$ cat src/rtl/light_sequencer.sv
// Automatic RGB sequencer driving the lights selector's sel / step (button) / colour-reset lines.
// Inputs pass a 2-FF sync plus rising-edge detect (2 clocks); all outputs registered, 1 clock.
// No backpressure: events are acted on immediately, priority stop > pause > step. Optional input
// debouncer enabled by defining LIGHT_SEQ_DEBOUNCE_EN.
module light_sequencer #(
    parameter int DWELL_CYCLES    = 8,
    parameter int NUM_COLOURS     = 6,
    parameter int LOOPS           = 2,
    parameter int CNT_W           = 16,
    parameter int DEBOUNCE_CYCLES = 4
) (
    input  logic       clk,
    input  logic       rst,
    input  logic       start,
    input  logic       stop,
    input  logic       pause,
    input  logic       man_step,
    output logic       sel,
    output logic       button,
    output logic       lights_rst,
    output logic [2:0] colour_idx,
    output logic [7:0] loop_cnt,
    output logic       busy,
    output logic       done
);

    localparam logic [CNT_W-1:0] CNT_LAST = CNT_W'(DWELL_CYCLES - 1);
    localparam logic [2:0]       COL_LAST = 3'(NUM_COLOURS - 1);
    localparam logic [8:0]       LOOP_TGT = 9'(LOOPS);
    localparam bit               LOOP_EN  = (LOOPS != 0);

    // Reject configurations the counters cannot represent.
    generate
        if (DWELL_CYCLES < 2 || NUM_COLOURS < 1 || NUM_COLOURS > 8 || DEBOUNCE_CYCLES < 1) begin : g_bad_param
            $error("light_sequencer: illegal parameter combination");
        end
    endgenerate

    typedef enum logic [2:0] {
        S_IDLE  = 3'd0,
        S_LOAD  = 3'd1,
        S_RUN   = 3'd2,
        S_PAUSE = 3'd3,
        S_DONE  = 3'd4
    } state_t;

    state_t           r_state;
    state_t           w_next;

    // Input bit order: 0 start, 1 stop, 2 pause, 3 man_step.
    logic [3:0]       w_raw;
    logic [3:0]       r_sync1;
    logic [3:0]       r_sync2;
    logic [3:0]       r_prev;
    logic [3:0]       w_lvl;
    logic [3:0]       w_edge;

    logic [CNT_W-1:0] r_cnt;
    logic [CNT_W-1:0] w_cnt_nx;
    logic [2:0]       w_col_nx;
    logic [7:0]       w_loop_nx;
    logic             w_sel_nx;
    logic             w_btn_nx;
    logic             w_lrst_nx;
    logic             w_busy_nx;
    logic             w_done_nx;
    logic             w_pulse;
    logic             w_advance;
    logic             w_wrap;
    logic             w_final;

    assign w_raw = {man_step, pause, stop, start};

    // Two-flop synchroniser and previous-level register for edge detection.
    always_ff @(posedge clk or posedge rst) begin
        if (rst) begin
            r_sync1 <= '0;
            r_sync2 <= '0;
            r_prev  <= '0;
        end else begin
            r_sync1 <= w_raw;
            r_sync2 <= r_sync1;
            r_prev  <= w_lvl;
        end
    end

`ifdef LIGHT_SEQ_DEBOUNCE_EN
    localparam int              DB_W    = $clog2(DEBOUNCE_CYCLES) + 1;
    localparam logic [DB_W-1:0] DB_LAST = DB_W'(DEBOUNCE_CYCLES - 1);

    logic [DB_W-1:0] r_db_cnt [4];
    logic [3:0]      r_db_lvl;

    // A new level is accepted only after it differs from the held level for DEBOUNCE_CYCLES clocks.
    always_ff @(posedge clk or posedge rst) begin
        if (rst) begin
            for (int i = 0; i < 4; i++) r_db_cnt[i] <= '0;
            r_db_lvl <= '0;
        end else begin
            for (int i = 0; i < 4; i++) begin
                if (r_sync2[i] == r_db_lvl[i]) begin
                    r_db_cnt[i] <= '0;
                end else if (r_db_cnt[i] == DB_LAST) begin
                    r_db_lvl[i] <= r_sync2[i];
                    r_db_cnt[i] <= '0;
                end else begin
                    r_db_cnt[i] <= r_db_cnt[i] + 1'b1;
                end
            end
        end
    end

    assign w_lvl = r_db_lvl;
`else
    assign w_lvl = r_sync2;
`endif

    assign w_edge  = w_lvl & ~r_prev;
    assign w_wrap  = (colour_idx == COL_LAST);
    assign w_final = LOOP_EN && w_wrap && (({1'b0, loop_cnt} + 9'd1) == LOOP_TGT);

    // State register.
    always_ff @(posedge clk or posedge rst) begin
        if (rst) r_state <= S_IDLE;
        else     r_state <= w_next;
    end

    // Next state plus step/advance decisions; a terminal count coinciding with pause defers the pulse.
    always_comb begin
        w_next    = r_state;
        w_pulse   = 1'b0;
        w_advance = 1'b0;
        unique case (r_state)
            S_IDLE:  if (w_edge[0]) w_next = S_LOAD;
            S_LOAD:  w_next = w_edge[1] ? S_IDLE : S_RUN;
            S_RUN: begin
                if (w_edge[1])            w_next = S_IDLE;
                else if (w_edge[2])       w_next = S_PAUSE;
                else if (r_cnt == CNT_LAST) begin
                    w_pulse = 1'b1;
                    if (w_final) w_next = S_DONE;
                end else                  w_advance = 1'b1;
            end
            S_PAUSE: begin
                if (w_edge[1])            w_next = S_IDLE;
                else if (w_edge[2])       w_next = S_RUN;
                else if (w_edge[3]) begin
                    w_pulse = 1'b1;
                    if (w_final) w_next = S_DONE;
                end
            end
            S_DONE:  w_next = S_IDLE;
            default: w_next = S_IDLE;
        endcase
    end

    // Next values of the registered outputs and dwell counter, derived from the upcoming state.
    always_comb begin
        w_cnt_nx  = r_cnt;
        w_col_nx  = colour_idx;
        w_loop_nx = loop_cnt;
        w_sel_nx  = (w_next != S_IDLE);
        w_busy_nx = (w_next != S_IDLE);
        w_lrst_nx = (w_next == S_IDLE) || (w_next == S_LOAD);
        w_btn_nx  = w_pulse;
        w_done_nx = (r_state == S_DONE);
        if (w_next == S_LOAD) begin
            w_cnt_nx  = '0;
            w_col_nx  = '0;
            w_loop_nx = '0;
        end else if (w_advance) begin
            w_cnt_nx = r_cnt + 1'b1;
        end else if (w_pulse) begin
            // A manual step in PAUSE leaves the frozen dwell count untouched.
            if (r_state == S_RUN) w_cnt_nx = '0;
            if (w_wrap) begin
                w_col_nx  = '0;
                w_loop_nx = (loop_cnt == 8'hFF) ? loop_cnt : loop_cnt + 8'd1;
            end else begin
                w_col_nx  = colour_idx + 3'd1;
            end
        end
    end

    // Output and dwell-counter registers.
    always_ff @(posedge clk or posedge rst) begin
        if (rst) begin
            r_cnt      <= '0;
            sel        <= 1'b0;
            button     <= 1'b0;
            lights_rst <= 1'b1;
            colour_idx <= '0;
            loop_cnt   <= '0;
            busy       <= 1'b0;
            done       <= 1'b0;
        end else begin
            r_cnt      <= w_cnt_nx;
            sel        <= w_sel_nx;
            button     <= w_btn_nx;
            lights_rst <= w_lrst_nx;
            colour_idx <= w_col_nx;
            loop_cnt   <= w_loop_nx;
            busy       <= w_busy_nx;
            done       <= w_done_nx;
        end
    end

endmodule
$ cat config.mk
export PLATFORM = sky130hd
export DESIGN_NAME = light_sequencer
export DESIGN_NICKNAME = d
export VERILOG_FILES = /design/src/rtl/light_sequencer.sv
export SDC_FILE = /design/constraint.sdc
export NUM_CORES = 1
export LEC_CHECK = 0
export ABC_AREA = 1
export CAP_MARGIN = 20
export CORE_MARGIN = 2
export CORE_UTILIZATION = 50
export CTS_CLUSTER_SIZE = 30
export DETAILED_ROUTE_END_ITERATION = 8
export GPL_TIMING_DRIVEN = 0
export PLACE_DENSITY = 0.8
export SYNTH_ARGS = -nofsm -noshare
export SYNTH_HDL_FRONTEND = slang
export SYNTH_SLANG_ARGS = --single-unit
$ cat constraint.sdc
create_clock -name clk -period 1.65 [get_ports clk]
set_input_delay 0.165 -clock clk [delete_from_list [all_inputs] [get_ports clk]]
set_output_delay 0.165 -clock clk [all_outputs]
set_load 0.02 [all_outputs]
# Word level (Yosys, flattened, before mapping)
# Cells that the tools add are included.
op_classes:
  n_addsub: 4
  eq_ne: 11
  n_mux: 34
  n_bitwise: 2
  n_reduce_logical: 12
ops:
  columns: ["op", "n"]
  rows:
  - ["16-bit 2-to-1 mux", 4]
  - ["8-bit 2-to-1 mux", 5]
  - ["3-bit 2-to-1 mux", 12]
  - ["16-bit by 1-bit adder with 16-bit output, second input constant", 1]
  - ["16-bit by 3-bit == test with 1-bit output, second input constant", 1]
  - ["3-bit case mux with 4 select lines", 1]
  - ["1-bit 2-to-1 mux", 10]
  - ["8-bit by 1-bit adder with 9-bit output, second input constant", 1]
  - ["9-bit by 2-bit == test with 1-bit output, second input constant", 1]
  - ["3-bit nonzero test", 3]
  - ["8-bit by 1-bit adder with 8-bit output, second input constant", 1]
  - ["8-bit == test, second input constant", 1]
  - ["3-bit by 1-bit == test with 1-bit output, second input constant", 2]
  - ["3-bit by 2-bit == test with 1-bit output, second input constant", 2]
  - ["3-bit == test, second input constant", 2]
  - ["3-bit zero test", 2]
  - ["4-bit AND", 1]
  - ["4-bit NOT", 1]
  - ["2-bit AND reduction", 2]
  - ["4-bit AND reduction", 1]
  - ["2-bit nonzero test", 2]
  - ["3-bit by 1-bit adder with 3-bit output, second input constant", 1]
  - ["2-bit 2-to-1 mux", 1]
  - ["2-bit by 1-bit != test with 1-bit output, second input constant", 1]
  - ["other kinds (4)", 4]
word_totals:
  reg_bits: 46
  in_bits: 6
  out_inout_bits: 16
  elab_cells: 74

# Depth between registers and ports, before layout
# Gate-level depths: netlist of run 1.
depth:
  depth_word: 11
  ltp_mapped: 13
  ltp_nobuf: 13

# Worst setup path after synthesis of run 1
# No wires, ideal clock.
synth_path:
  kind: "register to register"
  from: "reg loop_cnt[0]"
  to: "reg busy"
  setup_time_ps: 127
  t_arrival_ps: 1725
  required_ps: 1523
  setup_slack_ps: -203
  stages_incl_launch_ff: 12
  n_path_buf: 0
  synth_period_minus_slack_ps: 1853
  cell_sequence: "dfrtp_1 > ha_1 > nand2_1 > nor2_1 > nand2_1 > nand2_1 > nor2_1 > nand4_1 > nand2_1 > nand2_1 > a21oi_1 > nand3_1"
synth_between:
  elab_chain_len: 9
  word_cells_on_any_way: 12
  classes_between: "add/sub: 1; eq/ne: 1; mux: 8; reduce/logical: 2"
synth_rtl:
  columns: ["item", "line_no", "rtl"]
  rows:
  - ["start, declared", "22", "output logic [7:0] loop_cnt,"]
  - ["start signal, assigned", "202", "loop_cnt <= w_loop_nx;"]
  - ["8-bit by 1-bit adder with 9-bit output *", "120", "assign w_final = LOOP_EN && w_wrap && (({1'b0, loop_cnt} + 9'd1) == LOOP_TGT);"]
  - ["9-bit by 2-bit == test with 1-bit output *", "120", null]
  - ["1-bit logical AND *", "120", null]
  - ["3-bit 2-to-1 mux *", "141, 149", null]
  - ["3-bit 2-to-1 mux, on equally long branches", "147, 139", null]
  - ["3-bit 2-to-1 mux, on equally long branches", "146, 138", null]
  - ["3-bit 2-to-1 mux, on equally long branches", "145, 137", null]
  - ["3-bit case mux with 4 select lines *", "133", "unique case (r_state)"]
  - ["3-bit nonzero test *", "163", "w_busy_nx = (w_next != S_IDLE);"]
  - ["named net w_busy_nx", "65", "logic w_busy_nx;"]
  - ["end signal, assigned", "203", "busy <= w_busy_nx;"]
  - ["end, declared", "23", "output logic busy,"]
# Mark *: on every way through the listed nets, which the timed path passes. The rest lies on a longest branch.
# A chain may end at the register's enable or synchronous reset.

# Worst setup path after layout of run 1
layout_path:
  from: "reg r_cnt[1]"
  to: "reg r_cnt[15]"
layout_between:
  elab_chain_len: 8
  word_cells_on_any_way: 20
  classes_between: "add/sub: 1; eq/ne: 2; mux: 14; reduce/logical: 3"
layout_rtl:
  columns: ["item", "line_no", "rtl"]
  rows:
  - ["start, declared", "58", "logic [CNT_W-1:0] r_cnt;"]
  - ["start signal, assigned", "197", "r_cnt <= w_cnt_nx;"]
  - ["16-bit by 3-bit == test with 1-bit output", "139", "else if (r_cnt == CNT_LAST) begin"]
  - ["3-bit 2-to-1 mux", "139", null]
  - ["3-bit 2-to-1 mux", "138", "else if (w_edge[2]) w_next = S_PAUSE;"]
  - ["3-bit 2-to-1 mux", "137", "if (w_edge[1]) w_next = S_IDLE;"]
  - ["3-bit case mux with 4 select lines", "133", null]
  - ["3-bit by 1-bit == test with 1-bit output", "167", "if (w_next == S_LOAD) begin"]
  - ["3-bit nonzero test (no source line)", null, null]
  - ["2-bit AND reduction (no source line)", null, null]
# Several ways; a longest one is shown, not always the timed one.

==> out/results.tsv, run 1 <==
metric	value	unit
outcome	complete, but fails checks	
failed_checks	setup timing	
num_io_pins	22	
detail_placement_hpwl	3170	um
pin_count_of_the_biggest_net_entering_global_routing	43	
shortest_period_the_worst_path_allows	1.79	ns
power_leakage	0.00164	uW
synth_edf_count	0	
critical-path-top-cell-by-count	buf_4	
die_y	72.2	um
globalRoute.totalOverflow	0	
worst_setup_path_end_kind	flop	
final_hold_vios	0	
grtUsageTotal	23.0	%
timing.slew.headroom	78.1	%
crit_slowest_cell	dfrtp_1	
clk_pin_slew	0.09	ns
async_flop_share	100	%
wl_per_cell	14.9	um
max_freq	558	MHz
number_of_instances_in_the_synthesized_netlist	284	
drive_above_1_share	37.7	%
syn_area	0.00233	sq mm
cts_buffers	5	
timing_worst_setup_path_type	reg -> reg	
design.die.area	0.00522	sq mm
nFillCells	273	
coreArea	0.00441	sq mm
grt_pass1_vias	2110	
worst-r2r-setup-slack	-0.14	ns
p_total	3420	uW
setup_slack	-0.143	ns
report.final.slew_viol_count	0	
worstPathArrival	2.01	ns
layout_worst_path_cycle_share	109	%
synth.most_common_cell	nand2_1	
cell_type_with_the_largest_total_area_after_synthesis	dfrtp_1	
synthTopCellsByArea	dfrtp_1 (48%), nand2_1 (12%), inv_1 (6.6%)	
worst_pin_slew	0.325	ns
cts.root.buffer_cell	clkbuf_8	
routabilityCongestion	0.825	
synth_commonest_cells	nand2_1 (72), dfrtp_1 (45), inv_1 (41)	
pwr_density_cell	1030	mW/mm^2
initialDrtViolationCount	141	
cts_htree_levels	2	
ys_warn_count	0	
dr_total_vias	2192	
worst_clock_skew	0.00349	ns
die_width	72.2	um
critical-path-max-stage-delay	0.41	ns
cp_cell_sequence	buf_4, buf_4, nand4_1, nor2_2, nand3_1, inv_2, buf_4, nand2_1, inv_1, or2_2, nand3_1, nand2_2	
finalNonFillerCells	407	
setup_violations	31	
drc_errors	0	
yosys.cell_types.count	38	
timing.rr.start	r_cnt[1]$_DFFE_PP0P_	
whs	0.0461	ns
synth_largest_type_area_fraction	48.4	%
layout-area-overhead-vs-synth	42.6	%
final_nets	363	
tritoncts	built	
cts.sinks	46	
synth_seq_cells	46	
placedInstanceArea	0.00266	sq mm
ys_seq_area_share	49.5	%
cts-root-to-sink-buffers	2	
placedCellCount	358	
initial_antenna_violation_count	0	
worst_ir_drop_vdd	0.823	mV
clock_insertion_delay_worst_skew	0.31	ns
drt_wl_total	6060	um
regToRegEndpoint	r_cnt[15]$_DFFE_PP0P_	
wire_length_of_the_first_global_routing_pass	9350	um
maxCapViolCount	0	
initial_utilization	52.7	%
postRouteAntennaNets	0	
rsz0062_at_grt	true	
postLayoutCellArea	0.00332	sq mm
critPathRequiredTime	1.86	ns
num_rows	24	
reg2reg_depth	12	
drt_first_pass_iters	5	
worst-path-max-fanout	3	
viasPerCell	5.39	
antenna_cells	0	
postCtsHoldBufs	0	
portBuffers	21	
hold_class	in -> async	
postSynthAreaPerCell	8.20	sq um
synthesis.nets	293	
crit_path_start_kind	flop	
yosys_most_used_dff	dfrtp_1	
-- sequential cells by signal (all words and copies together), names as in the netlist --
register / count
r_prev: 4
lights_rst: 1
r_sync1: 4
done: 1
r_sync2: 4
colour_idx: 3
button: 1
r_state: 3
loop_cnt: 8
busy: 1
r_cnt: 16
-- worst max path at each step --
stage / startpoint / to / cells past startpoint
final: r_cnt[1]$_DFFE_PP0P_ / r_cnt[15]$_DFFE_PP0P_ / 12
after global routing: r_cnt[1]$_DFFE_PP0P_ / r_cnt[15]$_DFFE_PP0P_ / 12
after CTS: r_cnt[1]$_DFFE_PP0P_ / r_cnt[14]$_DFFE_PP0P_ / 13
after detailed placement: r_state[1]$_DFF_PP0_ / r_cnt[8]$_DFFE_PP0P_ / 9
after global placement: rst / loop_cnt[0]$_DFFE_PP0P_ / 2
after floorplan: loop_cnt[0]$_DFFE_PP0P_ / busy$_DFF_PP0_ / 13
-- metrics by stage --
stage,utilization (%),setup WS (ns),TNS [ns]
floorplan,-,-0.00657,-0.0113
global placement,59.9,-0.662,-27.93
detailed placement,60.3,-0.254,-5.09
CTS,70.0,-0.0991,-1.26
global route,75.2,-0.277,-6.49
finish,75.2,-0.143,-2.76
-- kinds of logic after synthesis --
family / count (synthesis) / share of synthesized area (%)
AND/OR/NAND/NOR: 149 / 30.2
buffers and inverters: 50 / 8.71
flip-flops: 46 / 49.5
AO/OA/AOI/OAI: 33 / 8.87
XOR/XNOR: 3 / 1.13
adder cells (fa/ha/maj): 3 / 1.61
-- placed cells by master (no fill, tap or decap), types with 9 or more instances in the layout --
cell / Yosys / routed
buf_4: 1 / 38
clkdlybuf4s50_1: 0 / 19
dfrtp_1: 45 / 41
inv_1: 41 / 34
inv_2: 5 / 12
nand2_1: 72 / 54
nand2_2: 3 / 16
nand3_1: 21 / 11
nand4_1: 9 / 9
nor2_1: 24 / 19
-- critical path, delay by kind of cell (launching register included) --
kind	cells	cell delay, ns
AND/OR/NAND/NOR	7	0.77
flip-flops	1	0.41
buffers and inverters	5	0.52
-- routing by layer --
metal,up-vias,track usage [%],part of all wire [%]
li1,1052,-,-
met3,18,4.86,3.7
met1,1060,28.2,41
met2,62,38.1,52
met5,-,0,0
met4,0,12.4,2.4
-- timing repair --
item / in CTS / in global routing
gates resized for setup: 37 / 37
gates cloned: 1 / 0
buffers inserted: 26 / 14
pin swaps: 22 / 26
endpoints found under the setup margin: 30 / 34
-- where the power goes --
part	leakage [uW]	internal [uW]	switching (uW)
clock network	0.0000447	306	418
registers	0.000594	1270	139
logic	0.00101	588	703
-- final cells by class --
cell class | count | area, sq um | share of cell area, %
multi-input cells | 188 | 1240 | 37.5
flip-flops and latches | 46 | 1160 | 34.9
repair buffers | 63 | 554 | 16.7
inverters | 47 | 181 | 5.47
clock buffers | 5 | 68.8 | 2.07
well taps | 52 | 65.1 | 1.96
clock inverters | 3 | 25.0 | 0.754
plain buffers | 3 | 23.8 | 0.716
(Power assumes the default switching activity.)
==> run 2, diff against run 1 <==
--- a/config.mk
+++ b/config.mk
@@ -7,6 +7,7 @@
 export LEC_CHECK = 0
 export ABC_AREA = 1
 export CAP_MARGIN = 20
+export CORE_ASPECT_RATIO = 2
 export CORE_MARGIN = 2
 export CORE_UTILIZATION = 50
 export CTS_CLUSTER_SIZE = 30
==> run 2 against run 1 <==
Effect of this change: the flow still finishes with violations (setup timing); largest power group unchanged; fmax down 7.3%; core utilization down 4.7 points; global-route usage up 2.1 points; die area up 0.64%; count of clock-buffer cells in the layout unchanged; highest routed layer unchanged; critical path type unchanged; combinational power about the same; sequential cell count unchanged; setup slack worse by 0.14 ns; power up 0.77%.
==> out/results.tsv, run 2 (same netlist as run 1, synthesis figures left out) <==
metric	value	unit
max_flop_register	r_cnt	
setup_violations	30	
cp.buffers_inverters	0	
intPower	2150	uW
dr_total_vias	2172	
viasPerCell	5.44	
drt_wl_total	6110	um
outcome	complete, but fails checks	
cts-root-to-sink-buffers	2	
cts_htree_levels	2	
cts_buffers	5	
initial_utilization	51.1	%
critical-path-max-stage-delay	0.43	ns
power_frac_comb	37.3	%
grtUsageTotal	25.2	%
postLayoutCellArea	0.00321	sq mm
pin_count_of_the_biggest_net_entering_global_routing	39	
num_io_pins	22	
layout-area-overhead-vs-synth	37.9	%
clock_power_share	21.8	%
clk_pin_slew	0.10	ns
final_hold_vios	0	
crit_path_start_kind	flop	
layout_commonest_cell	nand2_1	
p_total	3450	uW
max_freq	517	MHz
worst_setup_path_end_kind	flop	
die_y	101	um
sequentialPowerShare	40.8	%
cts.sinks	46	
placedCellCount	361	
wire_length_of_the_first_global_routing_pass	9800	um
cp_cell_sequence	ha_4, nand3_2, o21bai_1, nand2_1, nor2_4, nand4_1, nand2_1, nand2_1, nand2_1, nand2_2, nand2_2, nand3_2	
finalNonFillerCells	399	
final_nets	352	
placedInstanceArea	0.00267	sq mm
worst_ir_drop_vdd	1.12	mV
dp_worst_slack	-0.285	ns
postRouteAntennaNets	0	
grt_pass1_vias	2222	
antenna_cells	0	
globalRoute.totalOverflow	0	
rsz0062_at_grt	true	
maxCapViolCount	0	
cts.root.buffer_cell	clkbuf_8	
nFillCells	339	
power_leakage	0.00161	uW
mostFrequentLayoutCells	nand2_1 (52), dfrtp_1 (40), inv_1 (34)	
die_width	52.3	um
clock_insertion_delay_worst_skew	0.31	ns
worst-r2r-setup-slack	-0.28	ns
design.die.area	0.00525	sq mm
detail_placement_hpwl	3540	um
failed_checks	setup timing	
worst_pin_slew	0.447	ns
shortest_period_the_worst_path_allows	1.93	ns
worstPathArrival	2.13	ns
drt_first_pass_iters	4	
portBuffers	21	
power.switching	1300	uW
critPathRequiredTime	1.84	ns
worst_clock_skew	0.00684	ns
ff_latch_area	0.00116	sq mm
largest_reg_flops	16	
wl_per_cell	15.3	um
drive_above_1_share	36.0	%
initialDrtViolationCount	76	
drc_errors	0	
worst-path-max-fanout	4	
multi_input_comb_area	0.00121	sq mm
pwr_density_cell	1070	mW/mm^2
tritoncts	built	
report.final.slew_viol_count	0	
num_rows	35	
hold_class	in -> async	
setup_slack	-0.284	ns
routabilityCongestion	0.880	
coreArea	0.00455	sq mm
timing.slew.headroom	70.1	%
timing.critical_path.max_delay_family	simple AND/OR/NAND/NOR gates	
timing_worst_setup_path_type	reg -> reg	
layout_worst_path_cycle_share	117	%
crit_slowest_cell	dfrtp_2	
reg.largest.list	r_cnt (16), loop_cnt (8)	
sw_frac_of_total	37.6	%
critical-path-top-cell-by-count	nand2_1	
initial_antenna_violation_count	0	
-- run 2: changes by cell type in the layout (fill, tap and decap cells not counted), moves of 2 or more --
| cell | delta |
|---|---|
| o21ai_0 | +2 |
| dlymetal6s2s_1 | +2 |
| o21ai_2 | -2 |
| nand2_1 | -2 |
| nand3_4 | -3 |
| buf_4 | -10 |
| nor2_1 | -2 |
| nand3_2 | +2 |
| nor3_1 | +2 |
-- run 2: worst reg2reg max path: stages (launching register included) --
cell	delay [ns]
dfrtp_2	0.43
ha_4	0.18
nand3_2	0.09
o21bai_1	0.17
nand2_1	0.14
nor2_4	0.12
nand4_1	0.15
nand2_1	0.14
nand2_1	0.06
nand2_1	0.08
nand2_2	0.09
nand2_2	0.10
nand3_2	0.08
-- run 2: path summary, 6_finish.rpt --
kind                                          from                      end  cells past startpoint
setup reg to reg           loop_cnt[0]$_DFFE_PP0P_           busy$_DFF_PP0_                     12
setup / recovery           loop_cnt[0]$_DFFE_PP0P_           busy$_DFF_PP0_                     12
min in group clk                             pause     r_sync1[2]$_DFF_PP0_                      1
hold reg to reg               r_sync1[0]$_DFF_PP0_     r_sync2[0]$_DFF_PP0_                      0
hold / removal                                 rst           done$_DFF_PP0_                      2
max in group asynchronous                      rst  loop_cnt[1]$_DFFE_PP0P_                      3
-- run 2: area by class of cell --
type | count | share of cell area [%]
plain buffers | 3 | 0.740
clock buffers | 5 | 2.14
clock inverters | 3 | 0.896
inverters | 47 | 5.65
multi-input cells | 188 | 37.6
flip-flops and latches | 46 | 36.1
well taps | 55 | 2.14
repair buffers | 52 | 14.8
-- run 2: metrics by stage --
step	TNS, ns	hold slack (ns)	util [%]
after detailed placement	-6.37	0.335	58.5
after global routing	-8.49	0.0730	70.5
final	-5.04	0.0652	70.5
after CTS	-1.82	0.0709	67.7
after floorplan	-0.0113	0.196	-
after global placement	-28.33	0.333	58.1
-- run 2: power by group through the flow --
stage | sequential (uW) | clock (uW) | combinational, uW
floorplan | 1460 | 0 | 526
global placement | 1420 | 0 | 829
detailed placement | 1430 | 0 | 857
CTS | 1390 | 765 | 1180
global route | 1430 | 810 | 1370
finish | 1410 | 753 | 1290
-- run 2: what timing repair did --
item,CTS,global route
buffers inserted,25,4
hold buffers,0,0
endpoints found under the setup margin,31,35
gates resized for setup,38,32
cloned,1,0
pin swaps,17,11
-- run 2: per-layer routing --
metal / wire (um) / global-route usage [%]
met1: 2040 / 24.9
met2: 3480 / 46.8
met3: 217 / 2.82
met4: 374 / 16.0
met5: 0 / 0
